==> config.mk <==
export PLATFORM = sky130hd
export DESIGN_NAME = char_motion_ctrl
export DESIGN_NICKNAME = d
export VERILOG_FILES = /design/src/rtl/char_motion_ctrl.sv
export SDC_FILE = /design/constraint.sdc
export NUM_CORES = 1
export LEC_CHECK = 0
export BUFFER_PORTS_ARGS = -buffer_cell sky130_fd_sc_hd__buf_2
export CAP_MARGIN = 25
export CORE_MARGIN = 8
export CORE_UTILIZATION = 61
export CTS_CLUSTER_DIAMETER = 30
export DETAILED_ROUTE_END_ITERATION = 7
export PLACE_DENSITY = 0.8
export SETUP_SLACK_MARGIN = 0.15
export SLEW_MARGIN = 25
export SYNTH_ARGS = -nofsm -noshare
export SYNTH_HDL_FRONTEND = slang
export SYNTH_SLANG_ARGS = --single-unit
==> constraint.sdc <==
create_clock -name clk -period 3 [get_ports clk]
set_input_delay 0.15 -clock clk [delete_from_list [all_inputs] [get_ports clk]]
set_output_delay 0.15 -clock clk [all_outputs]
set_load 0.005 [all_outputs]
==> src/rtl/char_motion_ctrl.sv <==
// Character motion controller: tick-paced jump arcs and gravity falls
// with saturating coordinates, driven by single-cycle command strobes.
module char_motion_ctrl #(
    parameter int unsigned COORD_W    = 10,
    parameter int unsigned TICK_DIV   = 65000,
    parameter int unsigned START_X    = 355,
    parameter int unsigned START_Y    = 454,
    parameter int unsigned JUMP_STEPS = 80,
    parameter int unsigned JUMP_DX    = 1,
    parameter int unsigned JUMP_DY    = 2,
    parameter int unsigned X_MIN      = 0,
    parameter int unsigned X_MAX      = 711,
    parameter int unsigned Y_FLOOR    = 599,
    parameter int unsigned GRAV_TICKS = 8,
    parameter int unsigned VMAX       = 4
) (
    input  logic               clk,
    input  logic               rst,
    input  logic               en,
    input  logic               jump_left,
    input  logic               jump_right,
    input  logic               jump_fail,
    output logic [COORD_W-1:0] pos_x,
    output logic [COORD_W-1:0] pos_y,
    output logic               mirror,
    output logic               fly,
    output logic               busy,
    output logic               landed
);

    localparam int unsigned CW1    = COORD_W + 1;
    localparam int unsigned CNT_W  = (TICK_DIV > 1) ? $clog2(TICK_DIV) : 1;
    localparam int unsigned STEP_W = (JUMP_STEPS > 1) ? $clog2(JUMP_STEPS) : 1;
    localparam int unsigned VY_W   = $clog2(VMAX + 1);
    localparam int unsigned GC_W   = (GRAV_TICKS > 1) ? $clog2(GRAV_TICKS) : 1;

    typedef enum logic [1:0] {IDLE, JUMP, FALL} state_t;

    state_t              state_q, state_d;
    logic [CNT_W-1:0]    tick_cnt;
    logic                tick;
    logic                dir_left_q, dir_left_d;
    logic [STEP_W-1:0]   step_q, step_d;
    logic [VY_W-1:0]     vy_q, vy_d;
    logic [GC_W-1:0]     gcnt_q, gcnt_d;
    logic [COORD_W-1:0]  pos_x_d, pos_y_d;
    logic                mirror_d, fly_d, busy_d, landed_d;
    logic [CW1-1:0]      x_w, y_w, x_inc, x_dec, y_up, y_dn, y_fall;

    assign tick = (tick_cnt == CNT_W'(TICK_DIV - 1));
    assign x_w  = {1'b0, pos_x};
    assign y_w  = {1'b0, pos_y};

    // Free-running movement tick divider, held at zero while disabled
    always_ff @(posedge clk) begin
        if (rst || !en)
            tick_cnt <= '0;
        else if (tick)
            tick_cnt <= '0;
        else
            tick_cnt <= tick_cnt + CNT_W'(1);
    end

    // Saturating candidate coordinates, one bit wider so nothing wraps
    always_comb begin
        x_inc = x_w + CW1'(JUMP_DX);
        if (x_inc > CW1'(X_MAX))
            x_inc = CW1'(X_MAX);
        if (x_w < CW1'(X_MIN) + CW1'(JUMP_DX))
            x_dec = CW1'(X_MIN);
        else
            x_dec = x_w - CW1'(JUMP_DX);
        if (y_w < CW1'(JUMP_DY))
            y_up = '0;
        else
            y_up = y_w - CW1'(JUMP_DY);
        y_dn = y_w + CW1'(JUMP_DY);
        if (y_dn > CW1'(Y_FLOOR))
            y_dn = CW1'(Y_FLOOR);
        y_fall = y_w + CW1'(vy_q);
        if (y_fall > CW1'(Y_FLOOR))
            y_fall = CW1'(Y_FLOOR);
    end

    // State and registered outputs; disable acts like reset and returns home
    always_ff @(posedge clk) begin
        if (rst || !en) begin
            state_q    <= IDLE;
            pos_x      <= COORD_W'(START_X);
            pos_y      <= COORD_W'(START_Y);
            mirror     <= 1'b0;
            fly        <= 1'b0;
            busy       <= 1'b0;
            landed     <= 1'b0;
            dir_left_q <= 1'b0;
            step_q     <= '0;
            vy_q       <= '0;
            gcnt_q     <= '0;
        end else begin
            state_q    <= state_d;
            pos_x      <= pos_x_d;
            pos_y      <= pos_y_d;
            mirror     <= mirror_d;
            fly        <= fly_d;
            busy       <= busy_d;
            landed     <= landed_d;
            dir_left_q <= dir_left_d;
            step_q     <= step_d;
            vy_q       <= vy_d;
            gcnt_q     <= gcnt_d;
        end
    end

    // Next-state logic: commands only in IDLE, motion only on ticks
    always_comb begin
        state_d    = state_q;
        pos_x_d    = pos_x;
        pos_y_d    = pos_y;
        mirror_d   = mirror;
        fly_d      = fly;
        busy_d     = busy;
        landed_d   = 1'b0;
        dir_left_d = dir_left_q;
        step_d     = step_q;
        vy_d       = vy_q;
        gcnt_d     = gcnt_q;
        unique case (state_q)
            IDLE: begin
                if (jump_fail) begin
                    state_d = FALL;
                    vy_d    = VY_W'(1);
                    gcnt_d  = '0;
                    fly_d   = 1'b1;
                    busy_d  = 1'b1;
                end else if (jump_left || jump_right) begin
                    state_d    = JUMP;
                    dir_left_d = jump_left;
                    mirror_d   = jump_left;
                    step_d     = '0;
                    fly_d      = 1'b1;
                    busy_d     = 1'b1;
                end
            end
            JUMP: begin
                if (tick) begin
                    pos_x_d = dir_left_q ? COORD_W'(x_dec) : COORD_W'(x_inc);
                    pos_y_d = (step_q < STEP_W'(JUMP_STEPS / 2)) ? COORD_W'(y_up)
                                                                  : COORD_W'(y_dn);
                    step_d  = step_q + STEP_W'(1);
                    if (step_q == STEP_W'(JUMP_STEPS - 1)) begin
                        state_d  = IDLE;
                        step_d   = '0;
                        fly_d    = 1'b0;
                        busy_d   = 1'b0;
                        landed_d = 1'b1;
                    end
                end
            end
            FALL: begin
                if (tick) begin
                    pos_y_d = COORD_W'(y_fall);
                    if (gcnt_q == GC_W'(GRAV_TICKS - 1)) begin
                        gcnt_d = '0;
                        if (vy_q < VY_W'(VMAX))
                            vy_d = vy_q + VY_W'(1);
                    end else begin
                        gcnt_d = gcnt_q + GC_W'(1);
                    end
                    if (y_fall == CW1'(Y_FLOOR)) begin
                        state_d  = IDLE;
                        vy_d     = '0;
                        gcnt_d   = '0;
                        fly_d    = 1'b0;
                        busy_d   = 1'b0;
                        landed_d = 1'b1;
                    end
                end
            end
            default: state_d = IDLE;
        endcase
    end

endmodule
# ---- After elaboration in Yosys (flattened, before gate mapping)
# Cells that the tools add are included.
dict set report totals {
  regBits 54
  inputBits 6
}
dict set report op_classes {
  addsub 9
  magnitude_cmp 7
  eq_ne 16
  n_mux 45
  bitwise_logic 1
  reduce_logical 17
}
# cell n
set ops {}
lappend ops {{$mux 10} 8}
lappend ops {{$gt 11x10->1 const B} 3}
lappend ops {{$mux 7} 4}
lappend ops {{$mux 3} 9}
lappend ops {{$pmux 10 s2} 1}
lappend ops {{$add 16x1->16 const B} 1}
lappend ops {{$eq 16x16->1 const B} 1}
lappend ops {{$ne 2x2->1 const B} 7}
lappend ops {{$pmux 7 s2} 1}
lappend ops {{$mux 2} 6}
lappend ops {{$pmux 3 s2} 2}
lappend ops {{$add 10x1->11 const B} 1}
lappend ops {{$add 10x2->11 const B} 1}
lappend ops {{$add 10x3->11} 1}
lappend ops {{$eq 11x10->1 const B} 1}
lappend ops {{$mux 11} 1}
lappend ops {{$lt 10x1->1 const B} 1}
lappend ops {{$lt 10x2->1 const B} 1}
lappend ops {{$mux 1} 10}
lappend ops {{$reduce_and 5->1} 2}
lappend ops {{$sub 10x1->10 const B} 1}
lappend ops {{$sub 10x2->10 const B} 1}
lappend ops {{$ne 3x3->1 const B} 3}
lappend ops {{$reduce_and 3->1} 3}
lappend ops {{other kinds (21)} 25}

# ---- Logic depth before layout (Yosys ltp)
dict set report depth {
  depth_word 7
  mapped_depth 11
  depth_no_buf 9
}

# ---- Worst setup path after synthesis
# Ideal clock, no wire load.
dict set report synth_timing {
  path_kind {register -> register}
  startpoint {register pos_y[0]}
  endpoint {register busy}
  arrival_ps 2429
  t_required_ps 2928
  path_slack_ps 499
  stages_incl_launch_ff 10
  period_less_slack_ps 2501
  cell_sequence {dfxtp_1 > ha_1 > fa_1 > a21oi_2 > and3_1 > o2111ai_1 > a21oi_1 > o2111ai_2 > a211oi_1 > mux2i_1}
}
dict set report synth_between {
  elab_chain_cells 6
}
# item line_no
set synth_rtl {}
lappend synth_rtl {{start: declaration} 24} ;# output logic [COORD_W-1:0] pos_y,
lappend synth_rtl {{start signal: assignment} 90} ;# pos_y <= COORD_W'(START_Y);
lappend synth_rtl {{start signal: assignment} 102} ;# pos_y <= pos_y_d;
lappend synth_rtl {{$add 10x3->11 *} 80} ;# y_fall = y_w + CW1'(vy_q);
lappend synth_rtl {{$gt 11x10->1} 81} ;# if (y_fall > CW1'(Y_FLOOR))
lappend synth_rtl {{$mux 11 *} 81}
lappend synth_rtl {{$eq 11x10->1 *} 169} ;# if (y_fall == CW1'(Y_FLOOR)) begin
lappend synth_rtl {{$ne 2x2->1 (no line) *} n/a}
lappend synth_rtl {{$reduce_and 6->1 (no line) *} n/a}
lappend synth_rtl {{end signal: assignment} 105} ;# busy <= busy_d;
lappend synth_rtl {{end: declaration} 27} ;# output logic busy,
# Every way passes the cells marked *; elsewhere a longest branch is shown, timed or not.
# A chain may end at the register's enable or synchronous reset.

# ---- Final worst setup path
dict set report layout_timing {
  startpoint {register pos_y[0]}
  endpoint {register pos_y[2]}
}
dict set report layout_between {
  elab_chain_cells 6
}
# item line_no
set layout_rtl {}
lappend layout_rtl {{$add 10x2->11} 77} ;# y_dn = y_w + CW1'(JUMP_DY);
lappend layout_rtl {{$gt 11x10->1} 78} ;# if (y_dn > CW1'(Y_FLOOR))
lappend layout_rtl {{$mux 10} 78}
lappend layout_rtl {{$mux 10} 147} ;# pos_y_d = (step_q < STEP_W'(JUMP_STEPS / 2)) ? COORD_W'(y_up)
lappend layout_rtl {{$mux 10} 145} ;# if (tick) begin
lappend layout_rtl {{$pmux 10 s2 *} 127} ;# unique case (state_q)
# Every way passes the cells marked *; elsewhere a longest branch is shown, timed or not. The select of a mux whose other input is x is not followed.

==> results.md <==
- Most common cell after layout, fill and taps aside: sky130_fd_sc_hd__nor2_1
- Width of the chip: 99.0 um
- Run status: finished clean
- Utilization of the core after routing: 67.9%
- Highest Clock Rate: 369 MHz
- Number of enable flip-flop cells after synthesis: 0
- Area share of the largest cell type after synthesis: 25.7%
- Dpl ws: 0.275 ns
- Fin area: 4560 um^2
- Final HPWL from detailed placement: 8990 um
- PortBufs: 29
- Worst setup margin: 0.289 ns
- Most used cells in the layout excluding fill and tap cells: 66 x sky130_fd_sc_hd__nor2_1, 52 x sky130_fd_sc_hd__nand2_1, 51 x sky130_fd_sc_hd__dfxtp_1
- Routed vias: 4303
- Area grow syn2layout: 8.51%
- Post-DR vias/cell: 6.52
- Global-route wire length before repair: 19700 um
- Placed cell count: 652
- Total of hold buffers inserted after clock tree synthesis: 0
- Mean routed wirelength per cell: 18.0 um
- Number of placement rows: 30
- Area of the mapped netlist: 4210 um^2
- Sum of routed wire length over all layers: 11900 um
- Clk sinks: 54
- Gate count of the mapped netlist: 563
- Post-synthesis sequential element count: 54
- Clock tree from TritonCTS: built
- Die Area: 9810 um^2
- Power density relative to cell area: 318 nW/um^2
- Worst slew margin relative to its limit: 52.3%
- Crit path capture type: flip-flop
- Nets in the synthesized netlist: 588
- Worst setup skew after layout: 0.0143 ns
- Height of the die: 99.0 um
- Number of slew-limit violations in the final report: 0
- Unique cell type count in the Yosys netlist: 76
- Clock-pin slew on the worst setup and hold paths: 0.11 ns
- Maximum resistive drop on vdd: 0.289 mV
- NumNets Final: 604
- Number of nets with antenna violations after routing: 0
- Data arrival time at the worst-slack endpoint: 2.93 ns
- Count of warnings emitted by yosys: 0
- Final Setup Violations: 0
- Unrepaired setup endpoints after global routing: no
- H-tree depth reported by CTS: 2
- Startpoint-to-endpoint class of the critical path: reg -> reg
- Via count of the first global-routing pass: 4093
- Final Non-Filler Cells: 660
- N_diodes: 0
- Count of buffers added by post-CTS timing repair for setup: 0
- Clock tree root driver cell: sky130_fd_sc_hd__clkbuf_8
- Number of buffers created by CTS: 5
- Number of search-and-repair iterations in the first detailed-routing pass: 4
- Worst hold slack across all endpoints: 0.114 ns
- Core footprint: 6720 um^2
- Largest net degree at the start of global routing: 24
- Dominant register cell in the synthesized netlist: sky130_fd_sc_hd__dfxtp_1
- Count of final hold-check violations: 0
- Mapped Avg Cell Area: 7.47 um^2
- Number of max-cap violations: 0
- CP Data Required Time: 3.22 ns
- Number of top-level design ports: 30
- Startpoint class of the critical path: flip-flop
- Initial antenna violation count: 0
- Total placed instance area: 4400 um^2
- Total global routing overflow: 0
- Power, Total: 1.45 mW
- Total DRC errors in the routed layout: 0
- Proportion of synthesized chip area in sequential cells: 25.7%
- Worst Tran Pin Value: 0.715 ns
- Starting density of the core: 62.6%
- Total negative slack: 0 ns
- Clock network latency to the later pin of the worst-skew pair: 0.32 ns
- Time the worst path needs with I/O delays and setup: 2.71 ns
- Proportion of synthesized flip-flops having asynchronous set or reset: 0%
- Tot GR Track Use: 24.1%
- Layout cells sized above 1: 13.6%
- CTS Buffer Depth: 2
- Post-cts resize count: 0
- First-iteration detailed-routing DRC count: 261
- GP Congestion: 1.00
- Cell types with the largest area share after synthesis: sky130_fd_sc_hd__dfxtp_1 26%, sky130_fd_sc_hd__nor2_1 5.9%, sky130_fd_sc_hd__ha_1 5.4%
- Static leakage: 1.80 nW
- Most area-hungry cell type in the Yosys netlist: sky130_fd_sc_hd__dfxtp_1
- Hold Path Class: in -> reg
- Worst-path fanout max: 10
- Final Cycle Share: 90.4%
-- critical path, cell delays in order (launching register included) --
cell,delay (ns)
sky130_fd_sc_hd__dfxtp_1,0.35
sky130_fd_sc_hd__ha_1,0.23
sky130_fd_sc_hd__fa_1,0.48
sky130_fd_sc_hd__a21o_1,0.26
sky130_fd_sc_hd__mux2i_1,0.16
sky130_fd_sc_hd__nand4_1,0.10
sky130_fd_sc_hd__o2bb2ai_1,0.23
sky130_fd_sc_hd__a21oi_4,0.36
sky130_fd_sc_hd__a21oi_1,0.11
sky130_fd_sc_hd__a221o_1,0.34
-- kinds of logic (layout without fill, tap and decap cells) --
kind of cell	after synthesis	in the layout	share of synthesized area, %
and+or+nand+nor	242	242	28.7
buffers and inverters	55	72	5.59
DFF	54	54	25.7
muxes	9	9	2.20
adders and majority gates	19	19	5.83
xor gates and xnor gates	29	29	6.04
AOI/OAI and AO/OA	155	155	25.9
-- routing by layer --
layer / up-vias / wire length, um / global-route usage, %
li1: 2076 / - / -
met1: 2026 / 4980 / 28.3
met2: 173 / 5880 / 43.1
met3: 28 / 646 / 2.54
met4: 0 / 354 / 10.3
met5: - / 0 / 0
-- sequential cells by signal (all words and copies together) (netlist names) --
signal      cells
tick_cnt       16
pos_x          10
pos_y          10
step_q          7
gcnt_q          3
vy_q            3
state_q         2
busy            1
dir_left_q      1
landed          1
-- area by class of cell --
type / instances / area, um^2
fillers: 589 / 2160
clock inverters: 3 / 48.8
repair buffers: 44 / 258
clock buffers: 5 / 68.8
flip-flops and latches: 54 / 1080
multi-input cells: 454 / 2930
well taps: 80 / 100
inverters: 20 / 75.1
-- Yosys cell counts, types with 3 or more instances --
master                      n
sky130_fd_sc_hd__nor4_1     4
sky130_fd_sc_hd__mux2i_1    7
sky130_fd_sc_hd__o21ai_1    3
sky130_fd_sc_hd__or4_1      4
sky130_fd_sc_hd__o22ai_1    4
sky130_fd_sc_hd__o21ai_2    3
sky130_fd_sc_hd__and2_1     9
sky130_fd_sc_hd__buf_4      3
sky130_fd_sc_hd__nor3_1    14
sky130_fd_sc_hd__o21ai_0   28
sky130_fd_sc_hd__nand3_1   25
sky130_fd_sc_hd__xnor2_1   14
sky130_fd_sc_hd__or3_1      4
sky130_fd_sc_hd__clkbuf_1  22
sky130_fd_sc_hd__nand2b_1   6
sky130_fd_sc_hd__a21oi_1   35
sky130_fd_sc_hd__nand4_1   19
sky130_fd_sc_hd__nand2_1   52
sky130_fd_sc_hd__a311oi_1   3
sky130_fd_sc_hd__o211ai_1   5
sky130_fd_sc_hd__a22oi_1    3
sky130_fd_sc_hd__o21a_1     7
sky130_fd_sc_hd__inv_1     19
sky130_fd_sc_hd__a31oi_1    6
sky130_fd_sc_hd__and3_1    15
sky130_fd_sc_hd__a211oi_1   8
sky130_fd_sc_hd__dfxtp_1   54
sky130_fd_sc_hd__xor2_1    15
sky130_fd_sc_hd__nor2b_1   11
sky130_fd_sc_hd__o31ai_1    4
sky130_fd_sc_hd__nor2_1    66
sky130_fd_sc_hd__a21o_1    10
sky130_fd_sc_hd__ha_1      18
sky130_fd_sc_hd__buf_2      8
-- worst paths after layout --
path / from / to / slack (ns) / depth (start not counted)
setup reg to reg: pos_y[0]$_SDFFE_PP0P_ / pos_y[2]$_SDFFE_PP1P_ / 0.29 / 9
setup / recovery: pos_y[0]$_SDFFE_PP0P_ / pos_y[2]$_SDFFE_PP1P_ / 0.29 / 9
hold / removal: jump_left / dir_left_q$_SDFFE_PP0P_ / 0.11 / 3
hold reg to reg: tick_cnt[0]$_SDFF_PP0_ / tick_cnt[0]$_SDFF_PP0_ / 0.47 / 1
-- where the power goes --
group / internal [mW] / switching, mW / total (mW)
registers: 0.726 / 0.0148 / 0.741
clock network: 0.255 / 0.257 / 0.511
logic: 0.0677 / 0.132 / 0.199
No activity file was read; power rests on OpenSTA's default activity.
